==> src/rtl/ps2_kbd_tx.sv <==
// ps2_kbd_tx: keyboard-side PS/2 transmitter. Takes an ASCII character and maps it to its
// set-2 make code. Sends the full keystroke (make, F0, make) as three 11-bit frames, generating
// ps2_clk itself. Each frame is followed by GAP_CYCLES of idle line.
// Ports:
//   clk, reset            system clock, asynchronous active-high reset
//   ascii_in/valid/ready  character input handshake; ready is high only while idle
//   ps2_clk, ps2_data     PS/2 lines, both idle high
//   busy                  high while a keystroke is in progress
//   err_unmapped          one-cycle pulse after accepting a character with no make code
module ps2_kbd_tx #(
  parameter int CLK_DIV    = 1000,
  parameter int GAP_CYCLES = 2000
) (
  input  logic       clk,
  input  logic       reset,
  input  logic [7:0] ascii_in,
  input  logic       ascii_valid,
  output logic       ascii_ready,
  output logic       ps2_clk,
  output logic       ps2_data,
  output logic       busy,
  output logic       err_unmapped
);

  localparam int HW = (CLK_DIV > 1) ? $clog2(CLK_DIV) : 1;
  localparam int GW = (GAP_CYCLES > 1) ? $clog2(GAP_CYCLES) : 1;
  localparam logic [HW-1:0] HALF_LAST = HW'(CLK_DIV - 1);
  localparam logic [GW-1:0] GAP_LAST  = GW'(GAP_CYCLES - 1);
  localparam logic [7:0]    BREAK     = 8'hF0;

  typedef enum logic [1:0] {IDLE, FRAME, GAP} state_e;

  state_e        state_q;
  logic [7:0]    make_q;
  logic [1:0]    byte_q;    // 0: make, 1: break prefix, 2: make again
  logic [3:0]    bit_q;     // 0 start, 1..8 data, 9 parity, 10 stop
  logic [HW-1:0] half_q;
  logic          phase_q;   // 0: clock-high half of the cell, 1: clock-low half
  logic [GW-1:0] gap_q;
  logic          ps2_clk_q;
  logic          ps2_data_q;
  logic          busy_q;
  logic          err_q;

  logic [8:0]    map_d;     // {mapped, make code}
  logic [7:0]    payload_d;
  logic          accept_d;

  // Letters are case-folded first so both cases share one table.
  function automatic logic [8:0] map_ascii(input logic [7:0] c);
    logic [7:0] u;
    u = ((c >= 8'h61) && (c <= 8'h7A)) ? (c - 8'h20) : c;
    case (u)
      8'h41: return {1'b1, 8'h1C};
      8'h42: return {1'b1, 8'h32};
      8'h43: return {1'b1, 8'h21};
      8'h44: return {1'b1, 8'h23};
      8'h45: return {1'b1, 8'h24};
      8'h46: return {1'b1, 8'h2B};
      8'h47: return {1'b1, 8'h34};
      8'h48: return {1'b1, 8'h33};
      8'h49: return {1'b1, 8'h43};
      8'h4A: return {1'b1, 8'h3B};
      8'h4B: return {1'b1, 8'h42};
      8'h4C: return {1'b1, 8'h4B};
      8'h4D: return {1'b1, 8'h3A};
      8'h4E: return {1'b1, 8'h31};
      8'h4F: return {1'b1, 8'h44};
      8'h50: return {1'b1, 8'h4D};
      8'h51: return {1'b1, 8'h15};
      8'h52: return {1'b1, 8'h2D};
      8'h53: return {1'b1, 8'h1B};
      8'h54: return {1'b1, 8'h2C};
      8'h55: return {1'b1, 8'h3C};
      8'h56: return {1'b1, 8'h2A};
      8'h57: return {1'b1, 8'h1D};
      8'h58: return {1'b1, 8'h22};
      8'h59: return {1'b1, 8'h35};
      8'h5A: return {1'b1, 8'h1A};
      8'h30: return {1'b1, 8'h70};
      8'h31: return {1'b1, 8'h69};
      8'h32: return {1'b1, 8'h72};
      8'h33: return {1'b1, 8'h7A};
      8'h34: return {1'b1, 8'h6B};
      8'h35: return {1'b1, 8'h73};
      8'h36: return {1'b1, 8'h74};
      8'h37: return {1'b1, 8'h6C};
      8'h38: return {1'b1, 8'h75};
      8'h39: return {1'b1, 8'h7D};
      default: return 9'h000;
    endcase
  endfunction

  // Line level for a given cell of the frame carrying byte b (odd parity).
  function automatic logic cell_bit(input logic [7:0] b, input logic [3:0] idx);
    logic [7:0] sh;
    sh = b >> (idx - 4'd1);
    case (idx)
      4'd0:    return 1'b0;
      4'd9:    return ~^b;
      4'd10:   return 1'b1;
      default: return sh[0];
    endcase
  endfunction

  assign ascii_ready  = (state_q == IDLE);
  assign accept_d     = ascii_valid & ascii_ready;
  assign map_d        = map_ascii(ascii_in);
  assign payload_d    = (byte_q == 2'd1) ? BREAK : make_q;

  assign ps2_clk      = ps2_clk_q;
  assign ps2_data     = ps2_data_q;
  assign busy         = busy_q;
  assign err_unmapped = err_q;

  always_ff @(posedge clk or posedge reset) begin
    if (reset) begin
      state_q    <= IDLE;
      make_q     <= 8'h00;
      byte_q     <= 2'd0;
      bit_q      <= 4'd0;
      half_q     <= '0;
      phase_q    <= 1'b0;
      gap_q      <= '0;
      ps2_clk_q  <= 1'b1;
      ps2_data_q <= 1'b1;
      busy_q     <= 1'b0;
      err_q      <= 1'b0;
    end else begin
      err_q <= 1'b0;
      case (state_q)
        IDLE: begin
          if (accept_d) begin
            if (map_d[8]) begin
              // Start bit goes out immediately; clock stays high for the first half-cell.
              make_q     <= map_d[7:0];
              byte_q     <= 2'd0;
              bit_q      <= 4'd0;
              half_q     <= '0;
              phase_q    <= 1'b0;
              ps2_clk_q  <= 1'b1;
              ps2_data_q <= 1'b0;
              busy_q     <= 1'b1;
              state_q    <= FRAME;
            end else begin
              err_q <= 1'b1;
            end
          end
        end
        FRAME: begin
          if (half_q == HALF_LAST) begin
            half_q <= '0;
            if (!phase_q) begin
              phase_q   <= 1'b1;
              ps2_clk_q <= 1'b0;
            end else begin
              // Data only moves together with the rising clock edge, so it is
              // stable for the whole low half the host samples in.
              phase_q   <= 1'b0;
              ps2_clk_q <= 1'b1;
              if (bit_q == 4'd10) begin
                ps2_data_q <= 1'b1;
                gap_q      <= '0;
                state_q    <= GAP;
              end else begin
                bit_q      <= bit_q + 4'd1;
                ps2_data_q <= cell_bit(payload_d, bit_q + 4'd1);
              end
            end
          end else begin
            half_q <= half_q + 1'b1;
          end
        end
        GAP: begin
          if (gap_q == GAP_LAST) begin
            if (byte_q == 2'd2) begin
              busy_q  <= 1'b0;
              state_q <= IDLE;
            end else begin
              byte_q     <= byte_q + 2'd1;
              bit_q      <= 4'd0;
              half_q     <= '0;
              phase_q    <= 1'b0;
              ps2_data_q <= 1'b0;
              state_q    <= FRAME;
            end
          end else begin
            gap_q <= gap_q + 1'b1;
          end
        end
        default: state_q <= IDLE;
      endcase
    end
  end

endmodule

==> config.mk <==
export PLATFORM = sky130hd
export DESIGN_NAME = ps2_kbd_tx
export DESIGN_NICKNAME = d
export VERILOG_FILES = /design/src/rtl/ps2_kbd_tx.sv
export SDC_FILE = /design/constraint.sdc
export NUM_CORES = 1
export LEC_CHECK = 0
export BUFFER_PORTS_ARGS = -buffer_cell sky130_fd_sc_hd__buf_2
export CAP_MARGIN = 40
export CORE_ASPECT_RATIO = 1.1
export CORE_MARGIN = 2
export CORE_UTILIZATION = 56
export CTS_BUF_LIST = sky130_fd_sc_hd__clkbuf_8 sky130_fd_sc_hd__clkbuf_16
export DETAILED_ROUTE_END_ITERATION = 8
export PLACE_DENSITY = 0.82
export REMOVE_ABC_BUFFERS = 1
export SLEW_MARGIN = 20
export SYNTH_ARGS = -nofsm -noshare
export SYNTH_HDL_FRONTEND = slang
export SYNTH_SLANG_ARGS = --single-unit
==> constraint.sdc <==
create_clock -name clk -period 2.2 [get_ports clk]
set_input_delay 0 -clock clk [delete_from_list [all_inputs] [get_ports clk]]
set_output_delay 0 -clock clk [all_outputs]
set_load 0.1 [all_outputs]
==> flow_metrics.py, run 1 <==
metrics = {
    "outcome": {
        "status": "finished clean",
    },
    "placement": {
        "io_buffers": 15,
        "gp_congestion": 0.8796,
        "placedCellCount": 461,
        "dpl.hpwl_mm": 5.028,
    },
    "worst_hold_path": {
        "hold_start": "ascii_in[7]",
        "hp-class": "primary input to flop",
        "whs_endpoint": "err_unmapped",
        "whs_path_depth": 4,
    },
    "yosys": {
        "synth_top_family_by_area": "compound AO/OA/AOI/OAI gates",
        "synth_area_leaders": "dfrtp_1 (31%), ha_1 (7.9%), o21ai_0 (7.4%)",
        "synth_top_area_cell": "dfrtp_1",
        "synth_compound_area_frac": 0.2576,
        "ys_ff_latch": 41,
        "ys_types": 69,
        "synthAdderAreaFrac": 0.08231,
        "post_synth.cell_area_avg_um2": 8.522,
        "yosysTopAreaCellShare": 0.3087,
        "synthCells": 371,
        "synth_edf_count": 0,
        "synthMuxAreaShare": 0.03680,
        "synth-xor-area-share": 0.02770,
        "synth_ff_type": "dfrtp_1",
        "synth_area_um2": 3162,
        "ys_seq_area_frac": 0.3253,
        "synthSimpleGateAreaFrac": 0.2184,
        "synthArstFlopShare": 1.000,
        "ys_warn_count": 0,
    },
    "global_routing": {
        "grt_pass1_wl_mm": 12.03,
        "antenna_found_initial": 0,
        "first_global_vias": 2662,
        "grt-ovfl-total": 0,
        "grt_max_degree": 42,
        "gr-usage-all-layers": 0.2366,
    },
    "routing": {
        "wl_per_cell_um": 14.57,
        "detail-route-antenna-nets": 0,
        "drt_iter0_markers": 107,
        "drc_errors": 0,
        "firstDrtPassIters": 5,
        "totalWireLength_mm": 6.861,
        "num_vias": 2815,
        "via_per_inst": 5.977,
    },
    "finish": {
        "drive_gt1_frac": 0.1717,
        "fin_nets": 426,
        "area_delta_synth_final_pct": 10.88,
        "regArea_um2": 1028,
        "instances_no_fill": 471,
        "multiInputGateArea_um2": 1974,
        "antenna_cells": 0,
        "nFillCells": 486,
    },
    "setup_path": {
        "worstPathArrival_ps": 2220,
        "crit_path_max_fanout": 5,
        "rrSetupSlack_ps": 170,
        "cp_cell_sequence": "ha_1, nand4b_1, nor4b_2, a21oi_1, a211oi_2, nand2_2, a32o_1",
        "r2r_cells": 7,
        "end_kind": "flop",
        "critPathKind": "flop to flop",
        "critPathRequiredTime_ps": 2380,
        "crit_path_start_kind": "flop",
        "crit_buf_inv": 0,
        "reg2reg_from": "half_q[0]",
        "r2r-end": "bit_q[1]",
        "crit_family": "compound AO/OA/AOI/OAI gates",
        "slowest_stage": "dfrtp_1",
        "slowest_delay_ps": 400,
    },
    "power_and_ir_drop": {
        "clkPwrFrac": 0.387,
        "p_seq_frac": 0.495,
        "p_total_w": 0.001523,
        "leakage_nw": 1.580,
        "switching_power_w": 0.0003684,
        "cellPowerDensity_nw_per_um2": 434.3,
        "p_comb_frac": 0.118,
        "sw_frac_of_total": 0.2419,
        "peakVddDrop_mv": 0.3339,
        "internal_power_w": 0.001154,
    },
    "timing": {
        "max_freq_mhz": 491.7,
        "worst_slew_pin_slew_ps": 500.9,
        "fin_crit_sh": 0.9245,
        "setup_viol": 0,
        "slew_viol_final": 0,
        "layout_min_cycle_time_ps": 2034,
        "finalHoldViolations": 0,
        "fin_skew_ps": 12.81,
        "relSlewSlack": 0.6660,
    },
    "clocking": {
        "cts_buffers": 5,
        "cts_max_path_buffers": 2,
        "clkSlewWorstSetupHoldPaths_ps": 70,
        "cts_tree": "yes",
        "cts_sinks": 41,
        "clock_latency_ps": 300,
        "postCtsSetupBuffers": 0,
        "cts-root-buf": "clkbuf_8",
        "h-tree-depth": 2,
    },
    "die": {
        "fp.dieArea_um2": 6264,
        "die_h_um": 82.81,
        "die_w_um": 75.65,
        "row_count": 28,
        "ios": 16,
        "fp.coreArea_um2": 5430,
        "start_util": 0.5823,
    },
    "job": {
        "maxCapViolations": 0,
    },
}
## power groups by stage
| stage | sequential, W | combinational (W) | clock [W] |
|---|---|---|---|
| 6_report | 0.000753 | 0.000180 | 0.000589 |
| 2_1_floorplan | 0.000768 | 0.000107 | 0 |
| 3_5_place_dp | 0.000768 | 0.000176 | 0 |
| 5_1_grt | 0.000753 | 0.000204 | 0.000630 |
| 4_1_cts | 0.000753 | 0.000180 | 0.000597 |
| 3_3_place_gp | 0.000768 | 0.000172 | 0 |
## state kept, by name (all words and copies together), names as in the netlist
| signal | flops |
|---|---|
| gap_q | 11 |
| half_q | 10 |
| make_q | 7 |
| bit_q | 4 |
| byte_q | 2 |
| state_q | 2 |
| busy | 1 |
| err_unmapped | 1 |
| phase_q | 1 |
| ps2_clk | 1 |
| ps2_data | 1 |
## final cells by class
| class | count | area share |
|---|---|---|
| clock buffer | 5 | 0.01963 |
| timing repair buffer | 35 | 0.06567 |
| inverter | 19 | 0.02034 |
| multi-input combinational | 293 | 0.5632 |
| tap | 75 | 0.02677 |
| sequential | 41 | 0.2934 |
| clock inverter | 3 | 0.01106 |
## worst register-to-register path, cell delays in order (launching register included)
cell and delay (ps):
dfrtp_1 400, ha_1 220, nand4b_1 140, nor4b_2 330, a21oi_1 140, a211oi_2 340
nand2_2 130, a32o_1 220
## layout by cell type, fill, tap and decap left out, drive strengths merged, types with 6 or more instances in the layout
cell    count
inv        20
nand2      43
nor2       26
nor3        8
ha         20
a21o        7
dfrtp      39
a21oi      15
nand3      11
xnor2       7
buf        33
a31oi      12
nand4       6
nand2b      9
o21ai      48
and3       10
## synth_stat cells (5+ instances only)
cell and number:
a31oi_1 11, nand2_1 42, xnor2_1 7, nor3_1 8, a21o_1 7, ha_1 20
a21oi_1 13, nand3_1 11, clkbuf_1 12, o31ai_1 5, nor2_1 25, dfrtp_1 39
and3_1 10, nand4_1 5, o21ai_0 47, inv_1 19, nand2b_1 8
## worst max path at each step
stage | from | endpoint | slack (ps) | cells past startpoint
after floorplan | state_q[1] | make_q[0] | -630 | 3
after CTS | bit_q[0] | ps2_data | 110 | 7
after global routing | half_q[0] | gap_q[10] | -10 | 8
after global placement | ascii_in[0] | half_q[5] | 170 | 11
final | half_q[0] | bit_q[1] | 170 | 7
after detailed placement | ascii_in[0] | half_q[5] | 110 | 11
## layer usage
| layer | up-vias | share of wire | GRT usage |
|---|---|---|---|
| li1 | 1395 | - | - |
| met2 | 52 | 0.49 | 0.3779 |
| met5 | - | 0 | 0 |
| met1 | 1361 | 0.46 | 0.3362 |
| met4 | 0 | 0.012 | 0.06061 |
| met3 | 7 | 0.032 | 0.02913 |
## per-stage QoR
stage | cell area [um^2] | hold WS, ps | setup TNS [ps] | util | setup slack [ps]
floorplan | 3069 | 110.2 | -4602 | - | -632.9
global placement | 3373 | 152.9 | 0 | 0.6212 | 167.6
detailed placement | 3373 | 154.0 | 0 | 0.6212 | 109.3
CTS | 3501 | 196.9 | 0 | 0.6447 | 114.7
global route | 3506 | 241.5 | -15.79 | 0.6456 | -10.22
finish | 3506 | 193.0 | 0 | 0.6456 | 166.2
## kinds of logic after synthesis
group | count (synthesis)
flops | 41
buf+inv | 37
mux | 9
simple gates | 131
xor+xnor | 10
compound gates | 122
fa+ha+maj | 21
## repair_timing
| item | in CTS | in global routing |
|---|---|---|
| endpoints found under the hold margin | 40 | 0 |
| endpoints found under the setup margin | 0 | 10 |
| resized for setup | 0 | 2 |
| hold buffers | 2 | 0 |
No activity file was read; power rests on OpenSTA's default activity.
==> run 2, diff against run 1 <==
--- a/config.mk
+++ b/config.mk
@@ -5,13 +5,14 @@
 export SDC_FILE = /design/constraint.sdc
 export NUM_CORES = 1
 export LEC_CHECK = 0
-export BUFFER_PORTS_ARGS = -buffer_cell sky130_fd_sc_hd__buf_2
+export BUFFER_PORTS_ARGS = -buffer_cell sky130_fd_sc_hd__buf_4
 export CAP_MARGIN = 40
 export CORE_ASPECT_RATIO = 1.1
 export CORE_MARGIN = 2
 export CORE_UTILIZATION = 56
 export CTS_BUF_LIST = sky130_fd_sc_hd__clkbuf_8 sky130_fd_sc_hd__clkbuf_16
 export DETAILED_ROUTE_END_ITERATION = 8
+export MAX_ROUTING_LAYER = met4
 export PLACE_DENSITY = 0.82
 export REMOVE_ABC_BUFFERS = 1
 export SLEW_MARGIN = 20
==> run 2 against run 1 <==
Worst hold slack got worse by 39 ps. Highest routed layer unchanged. Critical endpoint unchanged. Die area did not move. First-iteration DRC count up 29%. Maximum frequency is 1.2% higher. Clock power down 19%. Sequential cell count is the same.
==> flow_metrics.py, run 2 (synthesis results as in run 1) <==
metrics = {
    "worst_hold_path": {
        "hp-class": "primary input to flop",
        "hold_start": "ascii_in[7]",
    },
    "setup_path": {
        "slowest_stage": "dfrtp_1",
        "critPathRequiredTime_ps": 2380,
        "crit_path_start_kind": "flop",
        "crit_path_max_fanout": 5,
        "cp_cell_sequence": "ha_1, nand4b_1, nor4b_4, a21oi_1, a211oi_2, buf_4, nand2_2, a32o_1",
        "worstPathArrival_ps": 2190,
        "reg2reg_from": "half_q[1]",
        "critPathKind": "flop to flop",
        "end_kind": "flop",
        "crit_buf_inv": 1,
        "crit_family": "compound AO/OA/AOI/OAI gates",
        "slowest_delay_ps": 390,
        "startpoint": "half_q[1]",
    },
    "clocking": {
        "h-tree-depth": 2,
        "cts_buffers": 5,
        "cts_sinks": 41,
        "clkSlewWorstSetupHoldPaths_ps": 80,
        "cts_max_path_buffers": 2,
        "cts_tree": "yes",
        "clock_latency_ps": 300,
        "cts-root-buf": "clkbuf_8",
    },
    "placement": {
        "io_buffers": 15,
        "gp_congestion": 0.8983,
        "postPlaceCellArea_um2": 3403,
        "dpl.hpwl_mm": 4.972,
    },
    "global_routing": {
        "grt_pass1_wl_mm": 11.85,
        "met1_usage": 0.3232,
        "first_global_vias": 2689,
        "gr-usage-all-layers": 0.2385,
        "grt_use_met2": 0.3676,
        "grt_max_degree": 42,
        "grt-ovfl-total": 0,
        "grt_util_met3": 0.04369,
        "grt-busiest-layer": "met2",
        "antenna_found_initial": 0,
    },
    "timing": {
        "setup_viol": 0,
        "finalHoldViolations": 0,
        "relSlewSlack": 0.6543,
        "fin_skew_ps": 11.17,
        "layout_min_cycle_time_ps": 2009,
        "max_freq_mhz": 497.8,
        "slew_viol_final": 0,
        "fin_crit_sh": 0.9131,
        "worst_slew_pin_slew_ps": 518.6,
    },
    "routing": {
        "drt_iter0_markers": 138,
        "drc_errors": 0,
        "detail-route-antenna-nets": 0,
        "num_vias": 2817,
        "totalWireLength_mm": 6.771,
        "firstDrtPassIters": 5,
        "via_per_inst": 5.981,
        "wl_per_cell_um": 14.38,
    },
    "finish": {
        "mostFrequentLayoutCell": "o21ai_0",
        "antenna_cells": 0,
        "top_register": "gap_q",
        "largest_reg_flops": 11,
        "drive_gt1_frac": 0.1667,
        "fin_nets": 426,
        "final_area_um2": 3527,
        "nFillCells": 457,
        "largest_registers": "gap_q x11, half_q x10, make_q x7",
        "final_cell_mix": "o21ai_0 (47), nand2_1 (41), dfrtp_1 (39), buf_4 (33), nor2_1 (25)",
        "fin_util": 0.6495,
        "area_delta_synth_final_pct": 11.56,
    },
    "power_and_ir_drop": {
        "cellPowerDensity_nw_per_um2": 400.3,
        "clkPwrFrac": 0.340,
        "p_comb_frac": 0.127,
        "internal_power_w": 0.001042,
        "sw_frac_of_total": 0.2624,
        "peakVddDrop_mv": 0.2689,
        "switching_power_w": 0.0003705,
        "p_seq_frac": 0.533,
        "leakage_nw": 1.586,
    },
    "job": {
        "maxCapViolations": 0,
    },
    "die": {
        "row_count": 28,
        "fp.dieArea_um2": 6264,
        "fp.coreArea_um2": 5430,
        "die_h_um": 82.81,
        "die_w_um": 75.65,
        "start_util": 0.5823,
        "ios": 16,
    },
    "outcome": {
        "status": "finished clean",
    },
}
run 2: metal layers:
layer / vias to the layer above / share of wire
li1: 1396 / -
met1: 1345 / 0.46
met2: 63 / 0.49
met3: 13 / 0.035
met4: 0 / 0.014
met5: - / 0
run 2: power by group through the flow:
stage	registers, W	logic, W	clock network, W
floorplan	0.000768	0.000107	0
global placement	0.000768	0.000172	0
detailed placement	0.000768	0.000176	0
CTS	0.000753	0.000180	0.000495
global route	0.000753	0.000205	0.000525
finish	0.000753	0.000179	0.000480
run 2: metrics by stage:
stage	hold slack, ps	instances	setup WS [ps]	power, W	TNS, ps
floorplan	110.2	353	-632.9	0.0008745	-4602
global placement	163.4	460	162.2	0.0009398	0
detailed placement	174.0	460	76.87	0.0009443	0
CTS	151.5	470	60.40	0.001428	0
global route	206.0	471	-3.461	0.001483	-3.461
finish	153.6	471	191.1	0.001412	0
run 2: timing repair:
| item | in CTS | in global routing |
|---|---|---|
| endpoints found under the hold margin | 40 | 0 |
| gates resized for setup | 0 | 2 |
| setup buffers | 0 | 1 |
| hold buffers | 2 | 0 |
| setup endpoints to repair | 0 | 15 |
run 2: layout make-up:
cell class                 count  area (um^2)  share of cell area
inverter                      19        71.32             0.02022
multi-input combinational    293         1981              0.5615
clock inverter                 3        16.27            0.004612
timing repair buffer          35        267.8             0.07591
clock buffer                   5        68.82             0.01951
sequential                    41         1028              0.2916
tap                           75        93.84             0.02661
run 2: worst min-delay path: cells and delay by family:
family | cells | cell delay, ps
compound gates | 1 | 40
buf+inv | 1 | 90
simple gates | 2 | 280
run 2: final timing paths:
kind	slack [ps]	end	cells past startpoint
min in group asynchronous	380	half_q[9]	4
max in group asynchronous	1430	ps2_data	4
worst min register to register	480	gap_q[10]	1
worst min-delay path	150	busy	4
worst max-delay path	190	bit_q[1]	8
worst max register to register	190	bit_q[1]	8
==> run 3, diff against run 2 <==
--- a/config.mk
+++ b/config.mk
@@ -9,11 +9,11 @@
 export CAP_MARGIN = 40
 export CORE_ASPECT_RATIO = 1.1
 export CORE_MARGIN = 2
-export CORE_UTILIZATION = 56
+export CORE_UTILIZATION = 60
 export CTS_BUF_LIST = sky130_fd_sc_hd__clkbuf_8 sky130_fd_sc_hd__clkbuf_16
 export DETAILED_ROUTE_END_ITERATION = 8
 export MAX_ROUTING_LAYER = met4
-export PLACE_DENSITY = 0.82
+export PLACE_DENSITY = 0.83
 export REMOVE_ABC_BUFFERS = 1
 export SLEW_MARGIN = 20
 export SYNTH_ARGS = -nofsm -noshare
==> constraint.sdc (replaced) <==
create_clock -name clk -period 2.1 [get_ports clk]
set_input_delay 0 -clock clk [delete_from_list [all_inputs] [get_ports clk]]
set_output_delay 0 -clock clk [all_outputs]
set_load 0.1 [all_outputs]
==> run 3 against run 2 <==
Sequential share of layout area decreased by 0.24 points. Maximum frequency about the same. Worst setup slack worse by 100 ps. Register-to-register slack got worse by 100 ps. Core utilization is 5.7 points higher. Worst hold slack worse by 140 ps. Final cell count decreased by 2.3%. First-iteration DRC count grew 72%. Critical endpoint is now gap_q[9]. Largest power group unchanged.
==> flow_metrics.py, run 3 (synthesis results as in run 1) <==
metrics = {
    "global_routing": {
        "grt_max_degree": 22,
        "first_global_vias": 2800,
        "grt-ovfl-total": 0,
        "antenna_found_initial": 0,
        "gr-usage-all-layers": 0.2737,
        "grt_pass1_wl_mm": 12.34,
    },
    "routing": {
        "drc_errors": 0,
        "route.met3.wl_um": 363,
        "met2_length_mm": 3.770,
        "via_per_inst": 6.487,
        "num_vias": 2984,
        "totalWireLength_mm": 7.417,
        "met1Wirelength_mm": 2.981,
        "top_layer": "met4",
        "wl_per_cell_um": 16.12,
        "drt_iter0_markers": 237,
        "detail-route-antenna-nets": 0,
        "firstDrtPassIters": 7,
    },
    "timing": {
        "finalHoldViolations": 0,
        "slew_viol_final": 0,
        "setup_viol": 0,
        "layout_min_cycle_time_ps": 2010,
        "fin_crit_sh": 0.9572,
        "relSlewSlack": 0.7250,
        "setup_slack_ps": 89.79,
        "max_freq_mhz": 497.5,
        "fin_skew_ps": 8.960,
        "tns_ps": 0,
        "worst_slew_pin_slew_ps": 410.9,
    },
    "placement": {
        "gp_congestion": 0.8960,
        "io_buffers": 15,
        "dpl.hpwl_mm": 5.428,
        "preCtsSetupSlack_ps": 55.05,
    },
    "setup_path": {
        "worstPathArrival_ps": 2190,
        "crit_buf_inv": 1,
        "path_common_cell": "nand2_1",
        "end_kind": "flop",
        "crit_path_max_fanout": 6,
        "critPathKind": "flop to flop",
        "crit_family": "simple AND/OR/NAND/NOR gates",
        "slowest_stage": "dfrtp_1",
        "reg2reg_from": "half_q[1]",
        "r2r_cells": 9,
        "crit_path_start_kind": "flop",
        "rrSetupSlack_ps": 90,
        "critPathRequiredTime_ps": 2280,
        "cp_cell_sequence": "ha_1, nand4b_1, nor4b_2, buf_4, nand2_1, nand2_1, nand2_1, o21ai_0, o21ai_0",
        "slowest_delay_ps": 400,
        "r2r-end": "gap_q[9]",
    },
    "die": {
        "fp.coreArea_um2": 5034,
        "fp.dieArea_um2": 5867,
        "die_h_um": 80.14,
        "die_w_um": 73.22,
        "start_util": 0.6281,
        "row_count": 27,
        "ios": 16,
    },
    "finish": {
        "mostFrequentLayoutCell": "o21ai_0",
        "largest_reg_flops": 11,
        "drive_gt1_frac": 0.1891,
        "top_register": "gap_q",
        "largest_registers": "gap_q x11, half_q x10, make_q x7",
        "antenna_cells": 0,
        "fin_util": 0.7064,
        "area_delta_synth_final_pct": 12.47,
        "fin_nets": 432,
        "final_cell_mix": "o21ai_0 (45), nand2_1 (42), dfrtp_1 (39), buf_4 (39), nor2_1 (25)",
    },
    "clocking": {
        "cts_sinks": 41,
        "clkSlewWorstSetupHoldPaths_ps": 80,
        "cts_max_path_buffers": 2,
        "clock_latency_ps": 300,
        "cts_buffers": 5,
        "cts-root-buf": "clkbuf_8",
        "h-tree-depth": 2,
        "cts_tree": "yes",
    },
    "worst_hold_path": {
        "hold_start": "ascii_valid",
        "hp-class": "primary input to flop",
        "whs_endpoint": "err_unmapped",
        "whs_path_depth": 3,
    },
    "power_and_ir_drop": {
        "peakVddDrop_mv": 0.2194,
        "leakage_nw": 1.617,
        "cellPowerDensity_nw_per_um2": 416.9,
    },
    "outcome": {
        "status": "finished clean",
    },
    "job": {
        "maxCapViolations": 0,
    },
}
[run 3: power breakdown]
| part | internal [W] | leakage [nW] | switching [W] |
|---|---|---|---|
| Clock | 0.000224 | 0.0505 | 0.000272 |
| Sequential | 0.000789 | 0.509 | 0 |
| Combinational | 0.0000784 | 1.06 | 0.000119 |
| Total | 0.00109 | 1.62 | 0.000391 |
[run 3: routing by layer]
metal  vias to the layer above  track usage
li1                       1415            -
met1                      1424       0.3108
met2                       114       0.4622
met3                        31      0.04141
met4                         0       0.1426
met5                         -            -
[run 3: worst min-delay path: cells and delay by family]
kind,cells,cell delay (ps)
buffers and inverters,1,140
AO/OA/AOI/OAI,1,60
AND/OR/NAND/NOR,1,70
[run 3: repair_timing]
action | 4_1_cts | 5_1_grt
buffers inserted | 0 | 4
endpoints found under the hold margin | 39 | 0
resized for setup | 0 | 10
hold buffers | 1 | 0
endpoints found under the setup margin | 0 | 22
[run 3: layout make-up]
type	instances	area, um^2
clock inverters	3	12.51
repair buffers	40	302.8
multi-input cells	294	1999
flip-flops and latches	41	1028
fillers	396	1478
clock buffers	5	68.82
well taps	58	72.57
inverters	19	71.32
[run 3: worst max path at each step]
stage                           from  cells past startpoint        end  slack (ps)
after floorplan           state_q[1]                      3  make_q[0]        -730
after global placement     half_q[0]                      8   bit_q[1]         100
after detailed placement   half_q[0]                      8   bit_q[1]          60
after CTS                  half_q[0]                      8   bit_q[1]          20
after global routing       half_q[0]                      9   gap_q[4]          -4
final                      half_q[1]                      9   gap_q[9]          90
[run 3: through the flow]
step	std cells	total power, W	hold WS (ps)	cell area (um^2)
2_1_floorplan	353	0.0009162	110.2	3069
3_3_place_gp	446	0.0009947	70.41	3405
3_5_place_dp	446	0.0009984	72.99	3405
4_1_cts	455	0.001487	2.597	3496
5_1_grt	460	0.001529	5.347	3556
6_report	460	0.001482	11.20	3556
